### config.mk
export PLATFORM = sky130hd
export DESIGN_NAME = ram_port_arbiter
export DESIGN_NICKNAME = d
export VERILOG_FILES = /design/src/rtl/ram_port_arbiter.sv
export SDC_FILE = /design/constraint.sdc
export NUM_CORES = 1
export LEC_CHECK = 0
export ABC_AREA = 1
export CAP_MARGIN = 10
export CELL_PAD_IN_SITES_DETAIL_PLACEMENT = 0
export CELL_PAD_IN_SITES_GLOBAL_PLACEMENT = 1
export CORE_UTILIZATION = 14
export DETAILED_ROUTE_END_ITERATION = 6
export PLACE_DENSITY_LB_ADDON = 0.1
export SETUP_SLACK_MARGIN = 0.1
export SLEW_MARGIN = 0
export SYNTH_ARGS = -nofsm -noshare
export SYNTH_HDL_FRONTEND = slang
export SYNTH_SLANG_ARGS = --single-unit
export TNS_END_PERCENT = 50
### constraint.sdc
create_clock -name clk -period 2.5 [get_ports clk]
set_clock_uncertainty 0.1 [all_clocks]
set_input_delay 0.5 -clock clk [delete_from_list [all_inputs] [get_ports clk]]
set_output_delay 0.5 -clock clk [all_outputs]
set_load 0.01 [all_outputs]
### src/rtl/ram_port_arbiter.sv
// Two-port arbiter in front of a single-port byte-enable RAM with a registered read.
// Round-robin or fixed priority, locked bursts capped at MAX_BURST beats, per-port read return.
module ram_port_arbiter #(
  parameter int ADDR_WIDTH = 10,
  parameter int DATA_WIDTH = 32,
  parameter int FIXED_PRIO = 0,
  parameter int MAX_BURST  = 16
) (
  input  logic                    clk,
  input  logic                    reset_n,
  input  logic                    m0_req,
  input  logic                    m0_we,
  input  logic [ADDR_WIDTH-1:0]   m0_addr,
  input  logic [DATA_WIDTH-1:0]   m0_wdata,
  input  logic [DATA_WIDTH/8-1:0] m0_be,
  input  logic                    m0_lock,
  output logic                    m0_gnt,
  output logic                    m0_rvalid,
  output logic [DATA_WIDTH-1:0]   m0_rdata,
  input  logic                    m1_req,
  input  logic                    m1_we,
  input  logic [ADDR_WIDTH-1:0]   m1_addr,
  input  logic [DATA_WIDTH-1:0]   m1_wdata,
  input  logic [DATA_WIDTH/8-1:0] m1_be,
  input  logic                    m1_lock,
  output logic                    m1_gnt,
  output logic                    m1_rvalid,
  output logic [DATA_WIDTH-1:0]   m1_rdata,
  output logic [ADDR_WIDTH-1:0]   ram_addr,
  output logic [DATA_WIDTH-1:0]   ram_wdata,
  output logic [DATA_WIDTH/8-1:0] ram_be,
  output logic                    ram_we,
  input  logic [DATA_WIDTH-1:0]   ram_rdata
);

  localparam int CNT_W = $clog2(MAX_BURST + 1);
  localparam logic [CNT_W-1:0] CNT_MAX = CNT_W'(MAX_BURST);

  typedef enum logic [1:0] {IDLE, LOCK0, LOCK1} state_t;

  state_t           r_state, w_state_nxt;
  logic             r_last_grant, w_last_nxt;
  logic [CNT_W-1:0] r_burst_cnt, w_burst_cnt_nxt, w_cnt_inc;
  logic             r_pend0, r_pend1;
  logic             w_gnt0, w_gnt1, w_cnt_full;

  assign w_cnt_inc  = (r_burst_cnt == CNT_MAX) ? CNT_MAX : r_burst_cnt + CNT_W'(1);
  assign w_cnt_full = (w_cnt_inc == CNT_MAX);

  always_comb begin
    // NOTE: every output of this block is defaulted first so no path can infer a latch.
    w_gnt0          = 1'b0;
    w_gnt1          = 1'b0;
    w_state_nxt     = r_state;
    w_last_nxt      = r_last_grant;
    w_burst_cnt_nxt = r_burst_cnt;
    case (r_state)
      IDLE: begin
        w_burst_cnt_nxt = '0;
        // r_last_grant=1 means port 1 went last, so port 0 wins contention.
        if (m0_req && (!m1_req || (FIXED_PRIO != 0) || r_last_grant)) w_gnt0 = 1'b1;
        else if (m1_req)                                              w_gnt1 = 1'b1;
        if (w_gnt0) begin
          w_last_nxt = 1'b0;
          if (m0_lock) begin
            w_state_nxt     = LOCK0;
            w_burst_cnt_nxt = CNT_W'(1);
          end
        end else if (w_gnt1) begin
          w_last_nxt = 1'b1;
          if (m1_lock) begin
            w_state_nxt     = LOCK1;
            w_burst_cnt_nxt = CNT_W'(1);
          end
        end
      end
      LOCK0: begin
        w_gnt0          = m0_req;
        w_burst_cnt_nxt = w_cnt_inc;
        if (!m0_req || !m0_lock || w_cnt_full) w_state_nxt = IDLE;
      end
      LOCK1: begin
        w_gnt1          = m1_req;
        w_burst_cnt_nxt = w_cnt_inc;
        if (!m1_req || !m1_lock || w_cnt_full) w_state_nxt = IDLE;
      end
      default: w_state_nxt = IDLE;
    endcase
    if (!reset_n) begin
      w_gnt0 = 1'b0;
      w_gnt1 = 1'b0;
    end
  end

  always_ff @(posedge clk) begin
    // NOTE: sequential state uses non-blocking assignments so all registers update together.
    if (!reset_n) begin
      r_state      <= IDLE;
      r_last_grant <= 1'b1;
      r_burst_cnt  <= '0;
      r_pend0      <= 1'b0;
      r_pend1      <= 1'b0;
    end else begin
      r_state      <= w_state_nxt;
      r_last_grant <= w_last_nxt;
      r_burst_cnt  <= w_burst_cnt_nxt;
      r_pend0      <= w_gnt0 & ~m0_we;
      r_pend1      <= w_gnt1 & ~m1_we;
    end
  end

  assign m0_gnt    = w_gnt0;
  assign m1_gnt    = w_gnt1;
  assign m0_rvalid = r_pend0 & reset_n;
  assign m1_rvalid = r_pend1 & reset_n;
  assign m0_rdata  = ram_rdata;
  assign m1_rdata  = ram_rdata;

  assign ram_we    = (w_gnt0 & m0_we) | (w_gnt1 & m1_we);
  assign ram_addr  = w_gnt0 ? m0_addr  : (w_gnt1 ? m1_addr  : '0);
  assign ram_wdata = w_gnt0 ? m0_wdata : (w_gnt1 ? m1_wdata : '0);
  assign ram_be    = w_gnt0 ? m0_be    : (w_gnt1 ? m1_be    : '0);

endmodule

==> flow_results.org, run 1 <==
** Floorplan
- The die covers ~13,000 um^2.
- In this run the horizontal extent of the chip is ~120 um.
- Count of pins on the block boundary :: 247
- The core region is about 12,000 um^2.
- Die H :: ~120 um
- Starting density of the core :: 0.146
- The initialized floorplan defines 40 standard-cell rows.

** Placement
- Total of buffers placed on input and output ports :: 150
- Routability-driven placement finished with a final weighted congestion of 0.682.
- Detailed placement ended at an HPWL of around 5300 um.
- Summing all placed instances gives a cell area of about 3200 um^2.

** Worst hold path
- The path class of the tightest hold or removal check is flop to flop.
- Hold path startpoint :: r_burst_cnt[4]
- For hold timing, the worst endpoint is r_burst_cnt[4].
- Number of cells traversed by the worst hold path :: 2

** GRT
- The initial antenna violation count came to 0.
- Pin count of the biggest net entering global routing :: 26
- The via count of the first global-routing pass was approximately 2,300.
- Summed over all layers, the global routing overflow is 0.
- Global-route wire length before repair :: around 12,000 um
- For this run, the total global-route usage over all layers was measured as 0.113.

** Clocking
- Num CTS Buffers :: 3
- Largest buffer count on any clock path :: 2
- Sink count of the clock tree :: 10
- Cell at the root of the clock tree :: sky130_fd_sc_hd__clkbuf_16
- Clock transition at the register clock pins on the worst setup and hold paths after CTS :: 0.04 ns
- CTS tree :: yes
- Clock insertion delay at the later pin of the skew report :: around 0.24 ns
- Total of hold buffers inserted after clock tree synthesis :: 0
- Total number of H-tree levels :: 1

** Detailed routing
- Detailed routing placed a total of roughly 640 um of wire on met3.
- Summed over all layers, the routed wires come to slightly above 8000 um.
- Total number of vias :: 2,340
- Highest metal layer with signal wires :: met4
- Routed wire length per instance :: 13.5 um
- After detailed routing, the number of remaining DRC violations is 0.
- Antenna Violating Nets Remaining :: 0
- Per-cell via count in the routed design :: approximately 4
- DRC marker count from the first detailed-route iteration :: 49
- The first TritonRoute pass finished after 4 iterations.
- For this block, wires on met1 add up to approximately 3300 um.
- Detailed routing placed a total of between 4000 and 5000 um of wire on met2.

** Timing
- Period minus WS final :: around 2.4 ns
- Timing would allow up to roughly 410 MHz.
- Final hold analysis gives a worst-case slack of between 0.3 and 0.4 ns.
- The total count of hold-check failures in the final report is 0.
- Slew margin rel. :: 0.765
- The number of pins with negative max-slew slack in the final report came to 0.
- For the pin with the worst max-slew slack, the measured transition is 0.349 ns.
- Setup violators final :: 0
- RSZ-0062 raised after global routing :: true
- Post-route clock period utilization :: 0.971

** Pwr
- In this run the power density over the cells is approximately 620 nW/um^2.
- Across the VDD grid, the largest voltage drop is between 0.3 and 0.4 mV.
- LEAKAGE :: between 0.0015 and 0.002 uW
- Overall power of the completed layout :: approximately 2300 uW

** Worst setup path
- Along the worst path, the maximum fanout reaches 5.
- STA classifies the critical path endpoint as a primary output.
- In this run the critical register-to-register path is launched from r_burst_cnt[0].
- Reg2Reg Setup Slack :: 0.87 ns
- Worst Setup Start Kind :: flop
- Data required time at the worst endpoint :: approximately 1.9 ns
- Length in cells of the worst reg-to-reg path :: 10
- Crit Path Class :: flop to primary output
- In this run the critical register-to-register path is captured at r_state[0].
- Critical path data arrival time :: between 1.5 and 2 ns

** Layout
- In the final layout, the multi-input gates occupy 1260 um^2.
- In the final layout, the share of cells above drive strength 1 is 0.396.
- Summing all flip-flop and latch instances after layout gives between 200 and 250 um^2.
- Once layout is done, the placed cells without fillers occupy between 3000 and 4000 um^2.
- At the end of the flow the core is filled with cells to 0.306.
- N_diodes :: 0
- The layout has approximately 1,400 filler cells.
- After the last flow step, the layout net total stands at ~570.
- The area growth from synthesis to layout is 109%.

** Status
- The flow ran to the end, and the final reports show no timing, DRC or antenna violations.

** Synthesis
- Average instance area after synthesis :: roughly 5.6 um^2
- The synthesized netlist contains 19 unique library cells.
- Synthesis produced a netlist whose cell count is around 320.
- Yosys printed 0 warnings.
- The synthesized design contains 10 register bits.
- Net count of the mapped netlist :: between 400 and 500
- Area of the mapped netlist :: 1790 um^2
- Sequential area share after synthesis :: 0.112

** Job
- The tool flagged a number of max-cap violations equal to 0.
how the worst max path moves through the flow:
stage | start | endpoint | depth (start not counted)
6_report | r_state[1] | ram_we | 12
2_1_floorplan | r_state[0] | ram_be[0] | 11
4_1_cts | r_state[1] | ram_wdata[21] | 15
3_5_place_dp | m1_req | ram_wdata[0] | 11
5_1_grt | r_state[1] | ram_we | 12
3_3_place_gp | m1_req | ram_wdata[0] | 11
state kept, by name, indices dropped and copies added, names as in the netlist:
name	flops
r_pend0	1
r_burst_cnt	5
r_pend1	1
r_last_grant	1
r_state	2
per-stage QoR:
stage	setup TNS (ns)	worst slack (ns)	std cells
CTS	-0.0528	-0.0115	601
floorplan	0	0.419	318
finish	0	0.0736	602
global placement	-24.24	-0.553	577
detailed placement	-24.61	-0.560	577
global route	-0.0130	-0.0130	602
timing repair:
action                     4_1_cts  5_1_grt
pin swaps                       34       34
hold endpoints to repair         0        0
resized for setup              249       75
setup buffers                   14        2
gates cloned                     7        2
setup endpoints to repair       49       49
report_power, final:
group	total (uW)	internal [uW]	switching (uW)
Combinational	1810	934	880
Clock	281	207	73.6
Sequential	219	196	23.2
placed cells by master (no fill, tap or decap), drive strengths merged, types with 2 or more instances in the layout:
cell / count
nand2: 125
clkdlybuf4s50: 98
buf: 87
nand3: 54
inv: 17
dfxtp: 10
nor2: 9
a21oi: 8
clkbuf: 7
ha: 6
o21ai: 4
nor3: 2
clkdlybuf4s15: 2
critical path, stage by stage, from the launching register on:
cell and delay (ns):
sky130_fd_sc_hd__dfxtp_2 0.32, sky130_fd_sc_hd__inv_2 0.05, sky130_fd_sc_hd__buf_4 0.13, sky130_fd_sc_hd__ha_4 0.15
sky130_fd_sc_hd__nand2_2 0.06, sky130_fd_sc_hd__nand2_2 0.06, sky130_fd_sc_hd__inv_4 0.06, sky130_fd_sc_hd__nor2_4 0.03
sky130_fd_sc_hd__buf_6 0.12, sky130_fd_sc_hd__buf_8 0.12, sky130_fd_sc_hd__buf_12 0.13, sky130_fd_sc_hd__a22o_1 0.20
sky130_fd_sc_hd__buf_2 0.14
per-layer routing:
layer,track usage,vias up
met1,0.134,1030
met4,0.0329,0
met5,0,-
met2,0.208,118
li1,-,1172
met3,0.0185,20
kinds of logic after synthesis:
family                     Yosys count  synth area share
adders and majority gates            6            0.0419
xor gates and xnor gates             1           0.00489
and+or+nand+nor                    191             0.443
buffers and inverters               96             0.356
AOI/OAI and AO/OA                   14            0.0426
DFF                                 10             0.112
synth_stat cells (all sizes together):
master	n	area, um^2
nand2	125	469
a22o	1	8.76
a21oi	8	40.0
ha	6	75.1
buf	77	567
xnor2	1	8.76
nor2	9	38.8
nor3	2	10.0
inv	17	63.8
o211ai	1	7.51
nand4	1	6.26
nand3	54	270
clkbuf	2	7.51
dfxtp	10	200
o21ai	4	20.0
layout make-up:
| class | instances | area share |
|---|---|---|
| Multi-Input combinational cell | 212 | 0.337 |
| Sequential cell | 10 | 0.0540 |
| Clock buffer | 3 | 0.0200 |
| Inverter | 17 | 0.0177 |
| Tap cell | 168 | 0.0560 |
| Timing Repair Buffer | 192 | 0.515 |
(Power assumes the default switching activity.)
==> inputs of run 2 (changes only) <==
--- a/config.mk
+++ b/config.mk
@@ -9,8 +9,10 @@
 export CAP_MARGIN = 10
 export CELL_PAD_IN_SITES_DETAIL_PLACEMENT = 0
 export CELL_PAD_IN_SITES_GLOBAL_PLACEMENT = 1
-export CORE_UTILIZATION = 14
+export CORE_AREA = 2 2 96 98
 export DETAILED_ROUTE_END_ITERATION = 6
+export DIE_AREA = 0 0 98 100
+export DONT_BUFFER_PORTS = 1
 export PLACE_DENSITY_LB_ADDON = 0.1
 export SETUP_SLACK_MARGIN = 0.1
 export SLEW_MARGIN = 0
==> run 2 against run 1 <==
Net effect: register-to-register slack worse by 0.04 ns; hold slack worse by 0.16 ns; critical path depth stayed put; flip-flop and latch count is the same; global-route usage down 0.93 points; first-iteration DRC count up 29%; core utilization fell by 12 points.
==> flow_results.org, run 2 (same netlist as run 1, synthesis figures left out) <==
** Clocking
- The number of hold buffers added after CTS was 0.
- Clock transition at the register clock pins on the worst setup and hold paths after CTS :: about 0.050 ns
- Clock insertion delay at the later pin of the skew report :: 0.24 ns
- In this run the number of H-tree levels came out at 1.
- In this run, CTS created clock tree buffers numbering 3.
- Sink count of the clock tree :: 10
- TritonCTS built the clock tree.
- In this run the clock root is driven by a sky130_fd_sc_hd__clkbuf_8.
- Largest buffer count on any clock path :: 2

** GRT
- The initial antenna violation count was 0.
- Entering global routing, the biggest net connects 42 pins.
- Total grt overflow :: 0
- For this run, the total global-route usage over all layers was measured as 0.104.
- The first global-routing pass estimated approximately 8000 um of wire.
- The via count of the first global-routing pass was roughly 1,600.

** Floorplan
- The floorplan step defined a core boundary enclosing just under 9000 um^2.
- Pin placement for this block handled around 250 I/O pins.
- Die span in x :: 98 um
- Die H :: about 100 um
- Die area :: slightly below 10,000 um^2
- The floorplan has 35 rows.
- Starting density of the core :: 0.202

** Detailed routing
- Dividing the detail-routed via count by the number of cells gives around 4.7.
- The detail route stage leaves a number of antenna-violating nets equal to 0.
- Routed signal wires occupy layers up through met4.
- For this block, the initial DRC count from the detailed router was 63.
- The routed layout has between 1,500 and 2,000 vias.
- After detailed routing, the number of remaining DRC violations is 0.
- Final routed wirelength across all metal layers :: about 5900 um
- After detailed routing, the wire length on met1 is between 2000 and 2500 um.
- Wire segments on met2 add up to slightly above 3000 um in the final route.
- Detail Route met3 WL :: 531 um
- Routed wire length per instance :: 16.2 um
- First-pass iteration count of the detailed router :: 4

** Worst setup path
- Crit Path Class :: flop to primary output
- On the worst path, the slowest cell contributes a delay of roughly 0.32 ns.
- In this run the worst path has a maximum fanout of 9.
- Together, buffers and inverters on the worst path number 5.
- STA classifies the critical path startpoint as a flop.
- The worst setup path is captured at a primary output.
- Top Family by Delay on Critical Path :: simple AND/OR/NAND/NOR gates
- Critical path data arrival time :: roughly 1.7 ns
- Worst-path cell with the longest stage delay :: sky130_fd_sc_hd__dfxtp_1
- By instance count, the cell type seen most on the critical path is sky130_fd_sc_hd__nand2_1.
- The signal on the critical path passes through inv_2 > ha_4 > nand2_1 > inv_1 > nand2_1 > nand2_1 > inv_2 > nor2_4 > buf_12 > clkbuf_16 > nand2_1 > nand2_1.
- Data required time at the worst endpoint :: between 1.5 and 2 ns

** Layout
- In the final layout, the registers with the most flip-flops are r_burst_cnt (5), r_state (2).
- More flip-flops sit in one register than any other, and that register is r_burst_cnt.
- Leaving out fill and tap cells, the most frequent cells in the layout are 117 x sky130_fd_sc_hd__nand2_1, 54 x sky130_fd_sc_hd__nand3_1, 13 x sky130_fd_sc_hd__inv_1.
- Of the cells placed in the final design, the portion with a size suffix greater than 1 is 0.122.
- Nets :: between 300 and 400
- Compared with the post-synthesis result, the final layout area differs by -9.70%.
- FILL cells :: 1,038
- N_diodes :: 0
- Number of flip-flops in the largest register :: 5
- The library cell used most frequently in the layout, excluding fill and tap cells, is sky130_fd_sc_hd__nand2_1.
- Final instance count without filler cells :: roughly 370

** Timing
- Setup violations remaining at the end of the flow were counted as 0.
- Transition at the pin with the smallest max-transition slack :: approximately 0.3 ns
- Maximum clock rate :: around 430 MHz
- Setup repair after global routing could not meet its margin everywhere.
- Measured against its own limit, the worst slew margin works out to 0.793.
- The number of pins with negative max-slew slack in the final report came to 0.
- Period minus WS final :: 2.32 ns
- Post-route clock period utilization :: 0.930
- Summed over all failing endpoints, the final setup total negative slack is 0 ns.
- Final Hold Fails :: 0

** Job
- Number of max-cap violations :: 0

** Pwr
- LEAKAGE :: ~0.0008 uW
- Worst ir drop on vdd :: 0.281 mV
- Power density over the cells :: between 800 and 900 nW/um^2

** Status
- Result of the run :: finished clean

** Placement
- During placement, the flow inserted port buffers numbering 0.
- Last weighted congestion value of the routability-driven placer :: a little over 0.7
- Summed over all nets, the half-perimeter wirelength after detailed placement is ~4500 um.
- # placed instances :: approximately 360

** Worst hold path
- Min-Delay Path Class :: primary input to flop
[run 2: worst register-to-register path, stage by stage (launching register included)]
cell and delay [ns]:
sky130_fd_sc_hd__dfxtp_1 0.38, sky130_fd_sc_hd__inv_1 0.11, sky130_fd_sc_hd__ha_1 0.20, sky130_fd_sc_hd__nand2_1 0.09, sky130_fd_sc_hd__nor2_1 0.05, sky130_fd_sc_hd__nor2_1 0.13
sky130_fd_sc_hd__nor2_1 0.06, sky130_fd_sc_hd__nand3_1 0.09, sky130_fd_sc_hd__nand2_1 0.12, sky130_fd_sc_hd__a21oi_1 0.16, sky130_fd_sc_hd__nor2_1 0.06
[run 2: repair_timing]
action / 4_1_cts / 5_1_grt
hold endpoints to repair: 0 / 0
pin swaps: 1 / 1
endpoints found under the setup margin: 34 / 38
setup buffers: 2 / 0
gates resized for setup: 11 / 7
cloned: 1 / 1
[run 2: area by class of cell]
class	instances	area [um^2]	share of cell area
clock buffer	3	41.3	0.0255
inverter	17	63.8	0.0394
multi-input combinational	212	997	0.616
sequential	10	201	0.124
tap	111	139	0.0858
timing repair buffer	12	176	0.109
[run 2: report_power, final]
group          internal, uW  switching (uW)  total, uW
registers               194            27.6        222
logic                   314             609        923
clock network           106            71.8        178
[run 2: per-stage QoR]
| step | worst slack, ns | power (uW) | hold slack, ns | util | instance area [um^2] |
|---|---|---|---|---|---|
| floorplan | 0.419 | 933 | 0.371 | - | 1790 |
| global placement | 0.303 | 1040 | 0.393 | 0.163 | 1450 |
| detailed placement | 0.273 | 1020 | 0.401 | 0.163 | 1450 |
| CTS | 0.128 | 1310 | 0.229 | 0.177 | 1580 |
| global route | 0.0776 | 1440 | 0.225 | 0.182 | 1620 |
| finish | 0.175 | 1320 | 0.229 | 0.182 | 1620 |
[run 2: final timing paths]
kind	startpoint	endpoint	slack [ns]	cells after the start
setup reg to reg	r_burst_cnt[0]	r_state[1]	0.83	10
hold reg to reg	r_burst_cnt[4]	r_burst_cnt[4]	0.40	2
hold / removal	m1_we	r_pend1	0.23	1
setup / recovery	r_state[0]	ram_addr[4]	0.18	12
[run 2: per-layer routing]
| metal | vias to the layer above | GRT usage |
|---|---|---|
| met1 | 742 | 0.111 |
| met3 | 26 | 0.0202 |
| met5 | - | 0 |
| met2 | 119 | 0.198 |
| li1 | 811 | - |
| met4 | 0 | 0.0459 |
